### src/rtl/md5_round_ctrl.sv
// MD5 compression sequencer: walks one 512-bit block through INIT, 64 rounds,
// the final hash addition and a done pulse, and emits the per-round indices.
module md5_round_ctrl (
    input  logic       clk,
    input  logic       rst_n,
    input  logic       start,
    input  logic       first_blk,
    input  logic       abort,
    output logic       busy,
    output logic       done,
    output logic [5:0] cnt,
    output logic [3:0] g,
    output logic [1:0] fsel,
    output logic       load_abcd,
    output logic       iv_sel,
    output logic       round_en,
    output logic       add_en
);

    typedef enum logic [2:0] {
        IDLE,
        INIT,
        ROUND,
        FINAL,
        DONE
    } state_t;

    state_t     state, state_next;
    logic [5:0] cnt_q, cnt_next;
    logic       iv_flag, iv_flag_next;
    logic [3:0] cnt_lo;

    always_ff @(posedge clk) begin
        if (!rst_n) begin
            state   <= IDLE;
            cnt_q   <= '0;
            iv_flag <= 1'b0;
        end else begin
            state   <= state_next;
            cnt_q   <= cnt_next;
            iv_flag <= iv_flag_next;
        end
    end

    always_comb begin
        state_next   = state;
        cnt_next     = cnt_q;
        iv_flag_next = iv_flag;
        unique case (state)
            IDLE: begin
                cnt_next = '0;
                if (start) begin
                    state_next   = INIT;
                    iv_flag_next = first_blk;
                end
            end
            INIT: begin
                state_next = ROUND;
                cnt_next   = '0;
            end
            ROUND: begin
                if (cnt_q == 6'd63) begin
                    state_next = FINAL;
                    cnt_next   = '0;
                end else begin
                    cnt_next = cnt_q + 6'd1;
                end
            end
            FINAL: begin
                state_next = DONE;
                cnt_next   = '0;
            end
            DONE: begin
                state_next = IDLE;
                cnt_next   = '0;
            end
            default: begin
                state_next = IDLE;
                cnt_next   = '0;
            end
        endcase
        // Cancel wins over every other transition, but only once a block is in flight.
        if (abort && state != IDLE) begin
            state_next = IDLE;
            cnt_next   = '0;
        end
    end

    always_comb begin
        busy      = (state != IDLE);
        load_abcd = (state == INIT);
        round_en  = (state == ROUND);
        add_en    = (state == FINAL);
        done      = (state == DONE);
        iv_sel    = (state == IDLE) ? first_blk : iv_flag;
        cnt       = cnt_q;
        fsel      = cnt_q[5:4];
    end

    // Index arithmetic is mod 16, so only the low nibble of cnt matters.
    always_comb begin
        cnt_lo = cnt_q[3:0];
        g      = '0;
        unique case (cnt_q[5:4])
            2'd0: g = cnt_lo;
            2'd1: g = cnt_lo * 4'd5 + 4'd1;
            2'd2: g = cnt_lo * 4'd3 + 4'd5;
            2'd3: g = cnt_lo * 4'd7;
            default: g = '0;
        endcase
    end

endmodule
### config.mk
export PLATFORM = sky130hd
export DESIGN_NAME = md5_round_ctrl
export DESIGN_NICKNAME = d
export VERILOG_FILES = /design/src/rtl/md5_round_ctrl.sv
export SDC_FILE = /design/constraint.sdc
export NUM_CORES = 1
export LEC_CHECK = 0
export CORE_ASPECT_RATIO = 0.8
export CORE_MARGIN = 3
export CORE_UTILIZATION = 46
export CTS_CLUSTER_SIZE = 8
export DETAILED_ROUTE_END_ITERATION = 10
export PLACE_DENSITY_LB_ADDON = 0.3
export SLEW_MARGIN = 30
export SYNTH_ARGS = -nofsm -noshare
export SYNTH_HDL_FRONTEND = slang
export SYNTH_SLANG_ARGS = --single-unit
### constraint.sdc
create_clock -name clk -period 3 [get_ports clk]
set_input_delay 0.6 -clock clk [delete_from_list [all_inputs] [get_ports clk]]
set_output_delay 0.6 -clock clk [all_outputs]
set_load 0.01 [all_outputs]
After elaboration in Yosys (flattened, before gate mapping)
Cells that the tools add are included.
{"block": "classes", "n_addsub": 3, "n_mul": 3, "n_eq_ne": 10, "n_mux": 5, "n_bitwise": 2, "n_reduce_logical": 8}
{"operator": "case mux 4 bit (4 select lines)", "n": 1}
{"operator": "case mux 3 bit (4 select lines)", "n": 1}
{"operator": "multiplier 4 x 3 -> 4 bit (second input constant)", "n": 2}
{"operator": "adder 6 x 1 -> 6 bit (second input constant)", "n": 1}
{"operator": "== test 3 x 2 -> 1 bit (second input constant)", "n": 2}
{"operator": "== test 6 bit (second input constant)", "n": 1}
{"operator": "2-to-1 mux 3 bit", "n": 2}
{"operator": "adder 4 x 1 -> 4 bit (second input constant)", "n": 1}
{"operator": "adder 4 x 3 -> 4 bit (second input constant)", "n": 1}
{"operator": "== test 2 bit (second input constant)", "n": 2}
{"operator": "multiplier 4 x 2 -> 4 bit (second input constant)", "n": 1}
{"operator": "AND reduction 2 bit", "n": 2}
{"operator": "OR reduction 4 bit", "n": 1}
{"operator": "== test 3 x 1 -> 1 bit (second input constant)", "n": 1}
{"operator": "== test 3 bit (second input constant)", "n": 1}
{"operator": "zero test 3 bit", "n": 1}
{"operator": "nonzero test 3 bit", "n": 1}
{"operator": "== test 2 x 1 -> 1 bit (second input constant)", "n": 1}
{"operator": "zero test 2 bit", "n": 1}
{"operator": "!= test 2 x 1 -> 1 bit (second input constant)", "n": 1}
{"operator": "!= test 2 bit (second input constant)", "n": 1}
{"operator": "inverter 1 bit", "n": 2}
{"operator": "OR reduction 2 bit", "n": 1}
{"operator": "logical AND 1 bit", "n": 1}
{"operator": "2-to-1 mux 1 bit", "n": 1}
{"block": "totals", "reg_bits": 10, "input_bits": 5, "output_inout_bits": 18, "wordCells": 34}

Depth between registers and ports, before layout
{"block": "logic_depth", "ltp_word": 3, "depth_mapped": 9, "mapped_depth_nobuf": 8}

Worst setup path before layout
Ideal clock, no wire load.
{"block": "synth_path", "path_kind": "flip-flop to output port", "from": "register cnt_q[0], in the netlist cnt[0]", "to": "output port g[3]", "arrival_ps": 2112, "required_ps": 2400, "setup_slack_ps": 288, "stages_incl_launch_ff": 10, "n_path_buf": 1, "cell_sequence": "dfxtp_1 > clkbuf_1 > inv_1 > fa_1 > inv_1 > ha_1 > xnor2_1 > xnor2_1 > a21oi_1 > mux2i_1"}
{"block": "synth_via", "elab_chain_len": 3, "word_cells_on_any_way": 6, "classes_between": "add/sub: 2; mul: 3; mux: 1"}
{"element": "start: declaration", "line_no": "29", "source": "logic [5:0] cnt_q, cnt_next;"}
{"element": "start signal: assignment", "line_no": "40", "source": "cnt_q <= cnt_next;"}
{"element": "multiplier 4 x 2 -> 4 bit or multiplier 4 x 3 -> 4 bit (tied branches)", "line_no": "107, 106"}
{"element": "adder 4 x 3 -> 4 bit or adder 4 x 1 -> 4 bit (tied branches)", "line_no": "107, 106"}
{"element": "case mux 4 bit (4 select lines) (*)", "line_no": "104", "source": "unique case (cnt_q[5:4])"}
{"element": "end: declaration", "line_no": "12", "source": "output logic [3:0] g,"}
Mark *: on every way between the ends. The rest lies on a longest branch, timed or not.

Worst setup path after layout
{"block": "layout_path", "from": "register cnt_q[0], in the netlist cnt[0]", "to": "output port g[2]"}
Same word-level chain as after synthesis.

==> impl_metrics.json <==
{
  "status": "complete, no violations",
  "antenna_cells": 0,
  "path_delay_family": "adder cells",
  "die_height_um": 43.14,
  "synth_compound_area_frac": 0.02997,
  "min_period_ns": 2.889,
  "cts_max_level": 1,
  "synth_ff_type": "dfxtp_1",
  "rows": 12,
  "synthAdderAreaFrac": 0.1767,
  "cts.path.max_buffers": 2,
  "hold_viol": 0,
  "critPathSlowestCell": "fa_1",
  "vias_per_cell": 4.985,
  "fin_skew_ns": 0.006217,
  "synthSimpleGateAreaFrac": 0.2161,
  "die-area_um2": 2262,
  "drt-total-wl_um": 1731,
  "cts_tree": "done",
  "yosys.area.top_type": "dfxtp_1",
  "finalSetupViolations": 0,
  "fmax_ghz": 0.3461,
  "r2r-start": "cnt[0]$_SDFF_PP0_",
  "finalSetupTns_ns": 0,
  "path_common_cell": "inv_1",
  "grt_pass1_wl_um": 2925,
  "start_util": 0.5283,
  "ys_ff_latch": 10,
  "end_kind": "output pin",
  "post_drt_wl_per_cell_um": 13.32,
  "cts_setup_buffers": 0,
  "peakVddDrop_uv": 432.9,
  "place_area_um2": 1042,
  "synthArstFlopShare": 0,
  "area_growth_pct": 35.33,
  "synth_area_um2": 793.3,
  "synth_edf_count": 0,
  "drive_gt1_frac": 0.1468,
  "drc": 0,
  "synth-xor-area-share": 0.1798,
  "cts_resized": 2,
  "clk_pin_slew_worst_paths_ns": 0.06,
  "ys_types": 32,
  "synthTopCellsByCount": "dfxtp_1 (10), ha_1 (8), nor2_1 (8)",
  "root_buffer": "clkbuf_4",
  "grt_pass1_vias": 636,
  "worst_pin_slew_ns": 0.4773,
  "max_slew_margin": 0.6813,
  "maxSlewViolCount": 0,
  "ys_top_cells_by_area": "dfxtp_1 (25%), ha_1 (13%), xnor2_1 (7.7%)",
  "layout.nets": 125,
  "min_path_type": "reg -> reg",
  "ys_warn_count": 0,
  "critPathMaxStageDelay_ns": 0.56,
  "syn_nets": 98,
  "routed-via-count": 648,
  "max-cap-violations": 0,
  "critPathKind": "reg -> out",
  "drt_iter0_markers": 6,
  "globalplace.congestion": 0.7860,
  "fin_area_um2": 1074,
  "dp_hpwl_um": 1392,
  "critPathRequiredTime_ns": 2.40,
  "cp.arrival_ns": 2.29,
  "start_kind": "register",
  "hp-start": "state[2]$_SDFFE_PP0P_",
  "synth.mux.area_fraction": 0.07256,
  "cp-startpoint": "cnt[0]$_SDFF_PP0_",
  "drtPass1Iterations": 2,
  "core_um2": 1501,
  "cp_cell_sequence": "inv_1 > fa_1 > inv_1 > ha_1 > mux4_2 > dlygate4sd2_1",
  "avgSynthCellArea_um2": 9.557,
  "ant_nets": 0,
  "synth_top_family_by_area": "simple AND/OR/NAND/NOR gates",
  "leakagePower_nw": 0.4614,
  "ys_seq_area_frac": 0.2524,
  "grt-ovfl-total": 0,
  "clkSinkCount": 10,
  "die_w_um": 52.43,
  "power.density_nw_per_um2": 273.7,
  "grt_max_degree": 14,
  "cts_hold_buffers": 0,
  "rsz0062_at_grt": "false",
  "synth_top_area_frac": 0.2524,
  "fin_crit_sh": 0.9630,
  "grt_usage": 0.1849,
  "io_buffers": 22,
  "path_max_fanout": 2,
  "ios": 23,
  "crit_buf_inv": 3,
  "syn-instance-count": 83,
  "cts_buffers": 3,
  "clock_latency_ns": 0.27,
  "antenna_found_initial": 0,
  "yosysMostFrequentCell": "dfxtp_1"
}
## where the power goes
group	internal, mW	switching (mW)	total, mW
Combinational	0.0206	0.0122	0.0328
Clock	0.0738	0.0488	0.123
Sequential	0.135	0.00329	0.138
Total	0.230	0.0642	0.294
## per-stage QoR
| step | setup WS, ns | cells | util | hold slack (ns) | power (mW) |
|---|---|---|---|---|---|
| floorplan | 0.2876 | 83 | - | 0.4523 | 0.1570 |
| global placement | 0.1722 | 126 | 0.6942 | 0.4897 | 0.1732 |
| detailed placement | 0.08495 | 126 | 0.6942 | 0.4955 | 0.1747 |
| CTS | 0.04931 | 130 | 0.7167 | 0.5084 | 0.2977 |
| global route | 0.01871 | 130 | 0.7150 | 0.5513 | 0.3143 |
| finish | 0.1110 | 130 | 0.7150 | 0.5002 | 0.2938 |
## layout make-up
type | count | area, um2
Sequential cell | 10 | 201.4
Fill cell | 125 | 427.9
Inverter | 6 | 22.52
Tap cell | 21 | 26.28
Clock buffer | 4 | 36.28
Multi-Input combinational cell | 62 | 535.5
Timing Repair Buffer | 27 | 251.5
## cell families (layout without fill, tap and decap cells)
family	count (synthesis)	after routing
adders and majority gates	10	10
DFF	10	10
and+or+nand+nor	31	31
buffers and inverters	11	37
xor gates and xnor gates	13	13
muxes	4	4
AOI/OAI and AO/OA	4	4
## sequential cells by signal (all words and copies together), names as in the netlist
| register | flops |
|---|---|
| cnt | 6 |
| iv_flag | 1 |
| state | 3 |
## layout by cell type, fill, tap and decap left out, drive strengths merged, types with 4 or more instances in the layout
cell            n
nor2            8
buf             5
nand2           6
inv             6
xor2            4
clkdlybuf4s50  20
dfxtp          10
ha              8
clkbuf          5
xnor2           7
## worst paths after layout
| kind | endpoint | slack [ns] | cells past startpoint |
|---|---|---|---|
| max | g[2] | 0.11 | 6 |
| min reg2reg | state[1]$_SDFFE_PP0P_ | 0.50 | 1 |
| min | state[1]$_SDFFE_PP0P_ | 0.50 | 1 |
| max reg2reg | state[0]$_SDFFE_PP0P_ | 1.46 | 6 |
## metal layers
layer  wire (um)  global-route usage  vias to the layer above
met5           0                   0                        -
met3          77             0.08421                        2
met1         809              0.2452                      310
li1            -                   -                      323
met4           8             0.04592                        0
met2         836              0.2698                       13
No activity file was read; power rests on OpenSTA's default activity.
